--- src/rtl/alu_exec_stage.sv ---
// ---------------------------------------------------------------------------
// alu_exec_stage
//   Execute stage of the MIPS-style pipeline. It combines three functions:
//   ALU-control decode, the ALU with its zero flag, and the branch-target
//   adder. All results are registered at the EX/MEM boundary, and a stall
//   holds them.
//
//   Optional feature macro: ALU_OVERFLOW_DETECT_EN
//     defined   -> ovf reports signed overflow of ADD / SUB
//     undefined -> ovf is tied to 0 and no overflow logic is built
//
//   Ports
//     clk        in   rising-edge clock
//     reset      in   asynchronous, active-high; clears every output register
//     stall      in   1 = hold all output registers (has priority over loads)
//     in_valid   in   operands/controls valid this cycle
//     aluOp      in   2b main-control op: 00 add, 01 sub, 10 R-type, 11 ori
//     func       in   6b instruction[5:0]
//     shamt      in   5b instruction[10:6]
//     entr1      in   WIDTH operand A (rs)
//     entr2      in   WIDTH operand B (rt or immediate)
//     pc_plus4   in   WIDTH PC+4 of this instruction
//     imm_ext    in   WIDTH sign-extended immediate
//     alu_ctrl   out  4b registered decoded ALU opcode
//     alu_result out  WIDTH registered ALU result
//     zero       out  registered (alu_result == 0)
//     branch_pc  out  WIDTH registered pc_plus4 + (imm_ext << 2)
//     out_valid  out  registered in_valid
//     ovf        out  registered signed overflow
// ---------------------------------------------------------------------------
module alu_exec_stage #(
    parameter int WIDTH = 32
) (
    input  logic             clk,
    input  logic             reset,
    input  logic             stall,
    input  logic             in_valid,
    input  logic [1:0]       aluOp,
    input  logic [5:0]       func,
    input  logic [4:0]       shamt,
    input  logic [WIDTH-1:0] entr1,
    input  logic [WIDTH-1:0] entr2,
    input  logic [WIDTH-1:0] pc_plus4,
    input  logic [WIDTH-1:0] imm_ext,
    output logic [3:0]       alu_ctrl,
    output logic [WIDTH-1:0] alu_result,
    output logic             zero,
    output logic [WIDTH-1:0] branch_pc,
    output logic             out_valid,
    output logic             ovf
);

    // ALU opcodes
    localparam logic [3:0] OP_AND  = 4'b0000;
    localparam logic [3:0] OP_OR   = 4'b0001;
    localparam logic [3:0] OP_ADD  = 4'b0010;
    localparam logic [3:0] OP_XOR  = 4'b0011;
    localparam logic [3:0] OP_SLL  = 4'b0100;
    localparam logic [3:0] OP_SRL  = 4'b0101;
    localparam logic [3:0] OP_SUB  = 4'b0110;
    localparam logic [3:0] OP_SLT  = 4'b0111;
    localparam logic [3:0] OP_SLTU = 4'b1000;
    localparam logic [3:0] OP_SRA  = 4'b1001;
    localparam logic [3:0] OP_NOR  = 4'b1100;
    localparam logic [3:0] OP_INV  = 4'b1111;

    // ------------------------------------------------------------------
    // ALU-control decode
    // ------------------------------------------------------------------
    logic [3:0] ctrl_d;

    always_comb begin
        ctrl_d = OP_INV;
        unique case (aluOp)
            2'b00: ctrl_d = OP_ADD;
            2'b01: ctrl_d = OP_SUB;
            2'b11: ctrl_d = OP_OR;
            2'b10: begin
                case (func)
                    6'b100000: ctrl_d = OP_ADD;
                    6'b100010: ctrl_d = OP_SUB;
                    6'b100100: ctrl_d = OP_AND;
                    6'b100101: ctrl_d = OP_OR;
                    6'b100110: ctrl_d = OP_XOR;
                    6'b100111: ctrl_d = OP_NOR;
                    6'b101010: ctrl_d = OP_SLT;
                    6'b101011: ctrl_d = OP_SLTU;
                    6'b000000: ctrl_d = OP_SLL;
                    6'b000010: ctrl_d = OP_SRL;
                    6'b000011: ctrl_d = OP_SRA;
                    default:   ctrl_d = OP_INV;
                endcase
            end
            default: ctrl_d = OP_INV;
        endcase
    end

    // ------------------------------------------------------------------
    // ALU datapath
    // ------------------------------------------------------------------
    logic [WIDTH-1:0] sum;
    logic [WIDTH-1:0] diff;
    logic             lt_s;
    logic             lt_u;
    logic [WIDTH-1:0] result_d;
    logic             zero_d;

    assign sum  = entr1 + entr2;
    assign diff = entr1 - entr2;
    assign lt_s = $signed(entr1) < $signed(entr2);
    assign lt_u = entr1 < entr2;

    always_comb begin
        result_d = '0;
        case (ctrl_d)
            OP_ADD:  result_d = sum;
            OP_SUB:  result_d = diff;
            OP_AND:  result_d = entr1 & entr2;
            OP_OR:   result_d = entr1 | entr2;
            OP_XOR:  result_d = entr1 ^ entr2;
            OP_NOR:  result_d = ~(entr1 | entr2);
            OP_SLT:  result_d = {{(WIDTH-1){1'b0}}, lt_s};
            OP_SLTU: result_d = {{(WIDTH-1){1'b0}}, lt_u};
            // Shifts operate on B (rt), amount from the instruction field
            OP_SLL:  result_d = entr2 << shamt;
            OP_SRL:  result_d = entr2 >> shamt;
            OP_SRA:  result_d = WIDTH'($signed(entr2) >>> shamt);
            default: result_d = '0;   // INVALID opcode yields 0 (and zero=1)
        endcase
    end

    assign zero_d = (result_d == '0);

    // ------------------------------------------------------------------
    // Overflow detect (optional)
    // ------------------------------------------------------------------
    logic ovf_d;

`ifdef ALU_OVERFLOW_DETECT_EN
    // ADD: operands share a sign, result sign differs.
    // SUB: operands differ in sign, result sign differs from A.
    always_comb begin
        ovf_d = 1'b0;
        case (ctrl_d)
            OP_ADD: ovf_d = (entr1[WIDTH-1] == entr2[WIDTH-1]) &&
                            (sum[WIDTH-1]   != entr1[WIDTH-1]);
            OP_SUB: ovf_d = (entr1[WIDTH-1] != entr2[WIDTH-1]) &&
                            (diff[WIDTH-1]  != entr1[WIDTH-1]);
            default: ovf_d = 1'b0;
        endcase
    end
`else
    assign ovf_d = 1'b0;
`endif

    // ------------------------------------------------------------------
    // Branch-target adder. The shift drops imm_ext's top two bits, which is
    // the same as appending 2'b00 to imm_ext[WIDTH-3:0]; carry-out discarded.
    // ------------------------------------------------------------------
    logic [WIDTH-1:0] branch_d;

    assign branch_d = pc_plus4 + (imm_ext << 2);

    // ------------------------------------------------------------------
    // EX/MEM output register. Data loads even when in_valid=0; consumers
    // qualify with out_valid. Stall holds everything.
    // ------------------------------------------------------------------
    logic [3:0]       ctrl_q;
    logic [WIDTH-1:0] result_q;
    logic             zero_q;
    logic [WIDTH-1:0] branch_q;
    logic             valid_q;
    logic             ovf_q;

    always_ff @(posedge clk or posedge reset) begin
        if (reset) begin
            ctrl_q   <= '0;
            result_q <= '0;
            zero_q   <= 1'b0;
            branch_q <= '0;
            valid_q  <= 1'b0;
            ovf_q    <= 1'b0;
        end else if (!stall) begin
            ctrl_q   <= ctrl_d;
            result_q <= result_d;
            zero_q   <= zero_d;
            branch_q <= branch_d;
            valid_q  <= in_valid;
            ovf_q    <= ovf_d;
        end
    end

    assign alu_ctrl   = ctrl_q;
    assign alu_result = result_q;
    assign zero       = zero_q;
    assign branch_pc  = branch_q;
    assign out_valid  = valid_q;
    assign ovf        = ovf_q;

endmodule

--- config.mk ---
export PLATFORM = sky130hd
export DESIGN_NAME = alu_exec_stage
export DESIGN_NICKNAME = d
export VERILOG_FILES = /design/src/rtl/alu_exec_stage.sv
export SDC_FILE = /design/constraint.sdc
export NUM_CORES = 1
export LEC_CHECK = 0
export BUFFER_PORTS_ARGS = -buffer_cell sky130_fd_sc_hd__buf_2
export CAP_MARGIN = 20
export CORE_AREA = 2 2 188 190
export DETAILED_ROUTE_END_ITERATION = 16
export DIE_AREA = 0 0 190 192
export GPL_ROUTABILITY_DRIVEN = 0
export PLACE_DENSITY_LB_ADDON = 0.05
export SLEW_MARGIN = 20
export SYNTH_ARGS = -nofsm -noshare
export SYNTH_HDL_FRONTEND = slang
export SYNTH_SLANG_ARGS = --single-unit
--- constraint.sdc ---
create_clock -name clk -period 6.1 [get_ports clk]
set_clock_uncertainty 0.2 [all_clocks]
set_input_delay 1.22 -clock clk [delete_from_list [all_inputs] [get_ports clk]]
set_output_delay 1.22 -clock clk [all_outputs]
set_load 0.02 [all_outputs]
**After elaboration in Yosys (flattened, before gate mapping)**

Index checks and enable logic that the tools add are counted.

- $add $sub $neg: 3
- Bitwise logic cells: 4
- Multiplexer cells: 3
- Reductions and logical operators: 4
- Shift operators: 3
- Eq/ne operators: 23
- $lt $le $gt $ge: 2

Operator list:

| cell | number |
|---|---|
| $pmux 32 s11 | 1 |
| $add 32x32->32 | 2 |
| $lt 32x32->1 | 2 |
| $eq 6x6->1 const B | 8 |
| $pmux 4 s11 | 1 |
| $and 32x32->32 | 1 |
| $logic_not 32->1 | 1 |
| $not 32->32 | 1 |
| $or 32x32->32 | 1 |
| $shl 32x5->32 | 1 |
| $shr 32x5->32 | 1 |
| $sshr 32x5->32 | 1 |
| $sub 32x32->32 | 1 |
| $xor 32x32->32 | 1 |
| $eq 4x3->1 const B | 4 |
| $pmux 4 s4 | 1 |
| $eq 4x4->1 const B | 3 |
| $eq 6x2->1 const B | 2 |
| $eq 4x2->1 const B | 2 |
| $logic_not 6->1 | 1 |
| $eq 2x2->1 const B | 2 |
| $eq 4x1->1 const B | 1 |
| $logic_not 4->1 | 1 |
| $eq 2x1->1 const B | 1 |
| $logic_not 2->1 | 1 |

- Output and inout port bits: 71
- Register bits after elaboration: 70
- Bits of input ports: 145

**Depth between registers and ports, before layout**

- Depth in word-level cells: 6
- Gate-level depth with buffers: 17
- Gate-level depth less buffers: 15

**Least setup slack after synthesis**

OpenSTA, ideal clock, no wires.

- Path kind: input port to flip-flop
- Start point: in entr1[5]
- End point: reg zero_q, in the netlist zero
- Setup slack: 1.035 ns
- Buffers on the path: 1
- Stages: 15
- Data arrival time: 4.762 ns
- Library setup time: 0.103 ns
- Required time: 5.797 ns
- Path through: inv_1 > ha_1 > buf_6 > nor3b_1 > or4_4 > a2111oi_4 > nor2_2 > xor2_1 > a22o_1 > a221o_1 > or4_1 > or4_1 > nor4_2 > nand4_1 > o41ai_2

- Word-level cells in the longest chain between the ends: 4

Ends and longest elaborated chain:

| item | line | source |
|---|---|---|
| start: declaration | 41 | `input logic [WIDTH-1:0] entr1,` |
| branches (longest 2 deep; another with $sub 32x32->32) | - |  |
| $pmux 32 s11 (*) | 115 | `case (ctrl_d)` |
| $logic_not 32->1 (*) | 132 | `assign zero_d = (result_d == '0);` |
| end signal: assignment | 186 | `zero_q <= zero_d;` |
| end: declaration | 170 | `logic zero_q;` |

Mark *: on every way between the ends.
A chain may end at the register's enable or synchronous reset.

**Worst setup path after layout**

- Start point: in entr2[4]
- End point: reg zero_q, in the netlist zero

- Word-level cells in the longest chain between the ends: 4

Ends and longest elaborated chain:

| item | line | source |
|---|---|---|
| start: declaration | 42 | `input logic [WIDTH-1:0] entr2,` |
| branches (longest 2 deep; another with $sub 32x32->32) | - |  |
| $pmux 32 s11 (*) | 115 |  |
| $logic_not 32->1 (*) | 132 |  |

Marks and branches as above.

==> results.md <==
* Status: complete, no violations
* Sw Ratio at 0.452
* Slew margin rel. at 0.362
* First-pass GRT wire length at 90100 um
* Die Wd at 190 um
* Commonest non-fill, non-tap cells in the layout: buf_2, nor2_1, nand2_1, o21ai_0, ha_1
* Die Span Y at 192 um
* Post-synth ARST share at 1.00
* Max Clk Rate at 179 MHz
* Detail Placement HPWL at 47600 um
* Sw power at 0.00121 W
* R2r worst-path depth at 1
* CTS tree: yes
* Max Root-Sink Buffers at 2
* CP dominant cell by count: a21oi_1
* Core Region at 0.0343 mm^2
* Number of diodes at 0
* Final core utilization at 0.456
* Filler cells at 3606
* Worst VDD drop at 169 uV
* RSZ-0062 raised after global routing: false
* Pins Over Slew Limit at 0
* Slew at the pin closest to its max-slew limit at 0.951 ns
* Slowest stage cell, crit path: or4_1
* Clock share of power at 0.219
* Setup_tns at 0 ns
* Htree depth at 3
* Hold crit path type: register to register
* Dpl cells at 2438
* Layout cells sized above 1 at 0.217
* Internal power at 0.00147 W
* Area growth syn-to-layout at 14.6%
* P_leak at 6.97 nW
* Total CTS buffers at 9
* Initial antenna violation count at 1
* Vias at 15648
* Total power at 0.00268 W
* DR pass1 iterations at 6
* Synth Register Bits at 70
* Comb pwr share at 0.559
* Final cycle utilization of the critical path at 0.918
* Post-DRT Antenna Nets at 0
* Setup Buffers After CTS at 0
* Seq/Total Area, Yosys at 0.128
* Cells after synthesis at 1821
* GRT Overall Usage at 0.321
* Setup crit start: entr2[4]
* Crit Path Class: input pin to register
* Clock Tree Root: clkbuf_16
* Critical path peak fanout at 9
* Slowest stage delay, CP at 0.58 ns
* Worst r2r dst: alu_result[20]
* Vias per inst at 6.38
* CP cell instances: buf_2, inv_1, ha_1, nor2_1, a2111o_1, a21oi_1, o211ai_1, a21oi_1, o221a_2, o21ai_0, a2111o_2, or4_1, nor4_2, nand4_1, o41ai_2
* Number of DRC markers in iteration 0 at 1681
* Clk slew on worst S/H paths at 0.06 ns
* DRC viols at 0
* Synth warn at 0
* RR Startpoint: alu_result[20]
* Initial core utilization at 0.398
* Worst setup SP type: input pin
* Syn_area_per_cell at 7.49 um^2
* Final setup violation count at 0
* MaxCap Viol Count at 0
* Post-Layout Cell Count at 2454
* Gr ovfl total at 0
* Final nets at 2267
* Largest net degree at the start of global routing at 71
* Routed WL at 59500 um
* Hold Vio Cnt, Final at 0
* Synth Cell Area at 0.0136 mm^2
* Reg-to-reg slack, setup at 5.14 ns
* Number of global-route vias before repair at 14714
* WL/cell at 24.3 um
* CP Capture Type: register
* TritonCTS sink count at 70
* Post-synth net total at 2094
* EDFF count, synth at 0
* # resized after CTS at 0
* WP data required at 6.13 ns
* Pwr dens at 171 mW/mm^2
* Main synth FF type: dfrtp_1
* Reg power frac at 0.222
* Worst Setup EP: zero
* Port bufs at 212
* Netlist cell types at 97
* Top Ports at 216
* Row Count at 68
* Commonest non-fill, non-tap cell in the layout: buf_2
* Worst Path Arrival at 5.63 ns
* Worst-Skew Late Latency at 0.34 ns
* Post-layout min period at 5.60 ns
* Die ar. at 0.0365 mm^2
* CTS Hold Bufs at 0
state kept, by name, indices dropped and copies added, names as in the netlist:
name and flops:
zero 1, out_valid 1, alu_result 32, branch_pc 32, alu_ctrl 4
synthesized netlist by cell type (25+ instances only):
library cell / instances / area (um^2)
clkbuf_1: 74 / 278
o211ai_1: 33 / 248
a21oi_1: 122 / 611
a221oi_1: 25 / 219
mux2i_1: 43 / 430
nor3_1: 50 / 250
a211oi_1: 32 / 240
mux2_2: 54 / 608
ha_1: 125 / 1560
dfrtp_1: 70 / 1750
inv_1: 112 / 420
nor2_1: 178 / 668
o21ai_0: 137 / 686
nand2_1: 178 / 668
mux4_2: 39 / 878
nand3_1: 33 / 165
critical path, delay by kind of cell:
family / cells / cell delay (ns)
AO/OA/AOI/OAI: 8 / 2.51
adder cells (fa/ha/maj): 1 / 0.48
buffers and inverters: 2 / 0.32
AND/OR/NAND/NOR: 4 / 1.11
cells by family (layout without fill, tap and decap cells):
group	after synthesis	in the layout	synth area share
buffers and inverters	240	418	0.0735
muxes	136	136	0.140
other	1	1	0.000275
and+or+nand+nor	585	585	0.203
AOI/OAI and AO/OA	626	626	0.313
DFF	70	70	0.128
adders and majority gates	128	128	0.119
xor gates and xnor gates	35	35	0.0225
area by class of cell:
class / count / area, um^2 / share of cell area
multi-input combinational: 1511 / 10900 / 0.697
sequential: 70 / 1750 / 0.112
timing repair buffer: 287 / 1650 / 0.106
tap: 455 / 569 / 0.0364
inverter: 115 / 433 / 0.0277
clock buffer: 9 / 225 / 0.0144
clock inverter: 7 / 105 / 0.00672
worst min-delay path by stage:
stage | end | start | slack (ns) | cells after the start
4_1_cts | branch_pc[19] | branch_pc[19] | 0.28 | 2
2_1_floorplan | branch_pc[19] | branch_pc[19] | 0.38 | 2
3_5_place_dp | branch_pc[19] | branch_pc[19] | 0.26 | 2
5_1_grt | branch_pc[23] | branch_pc[23] | 0.30 | 2
6_report | branch_pc[29] | branch_pc[29] | 0.28 | 2
3_3_place_gp | branch_pc[19] | branch_pc[19] | 0.25 | 2
stage by stage:
stage / hold slack [ns] / setup slack [ns] / instance area [um^2]
5_1_grt: 0.299 / 0.172 / 15600
3_5_place_dp: 0.261 / 0.220 / 15300
4_1_cts: 0.279 / 0.556 / 15600
2_1_floorplan: 0.382 / 1.03 / 13600
3_3_place_gp: 0.254 / 0.311 / 15300
6_report: 0.280 / 0.500 / 15600
power by group through the flow:
stage	Sequential, W	Clock (W)	Combinational (W)
after global routing	0.000605	0.000626	0.00161
after floorplan	0.000709	0	0.000850
after global placement	0.000598	0	0.00146
final	0.000593	0.000587	0.00149
after detailed placement	0.000602	0	0.00146
after CTS	0.000595	0.000607	0.00147
layer usage:
layer,GRT usage,vias up,wire length (um)
met5,0,-,16
met4,0.138,2,2680
met3,0.0543,156,5430
met2,0.518,893,26500
met1,0.423,7425,24900
li1,-,7172,-
Power figures use the tool's default switching activity.
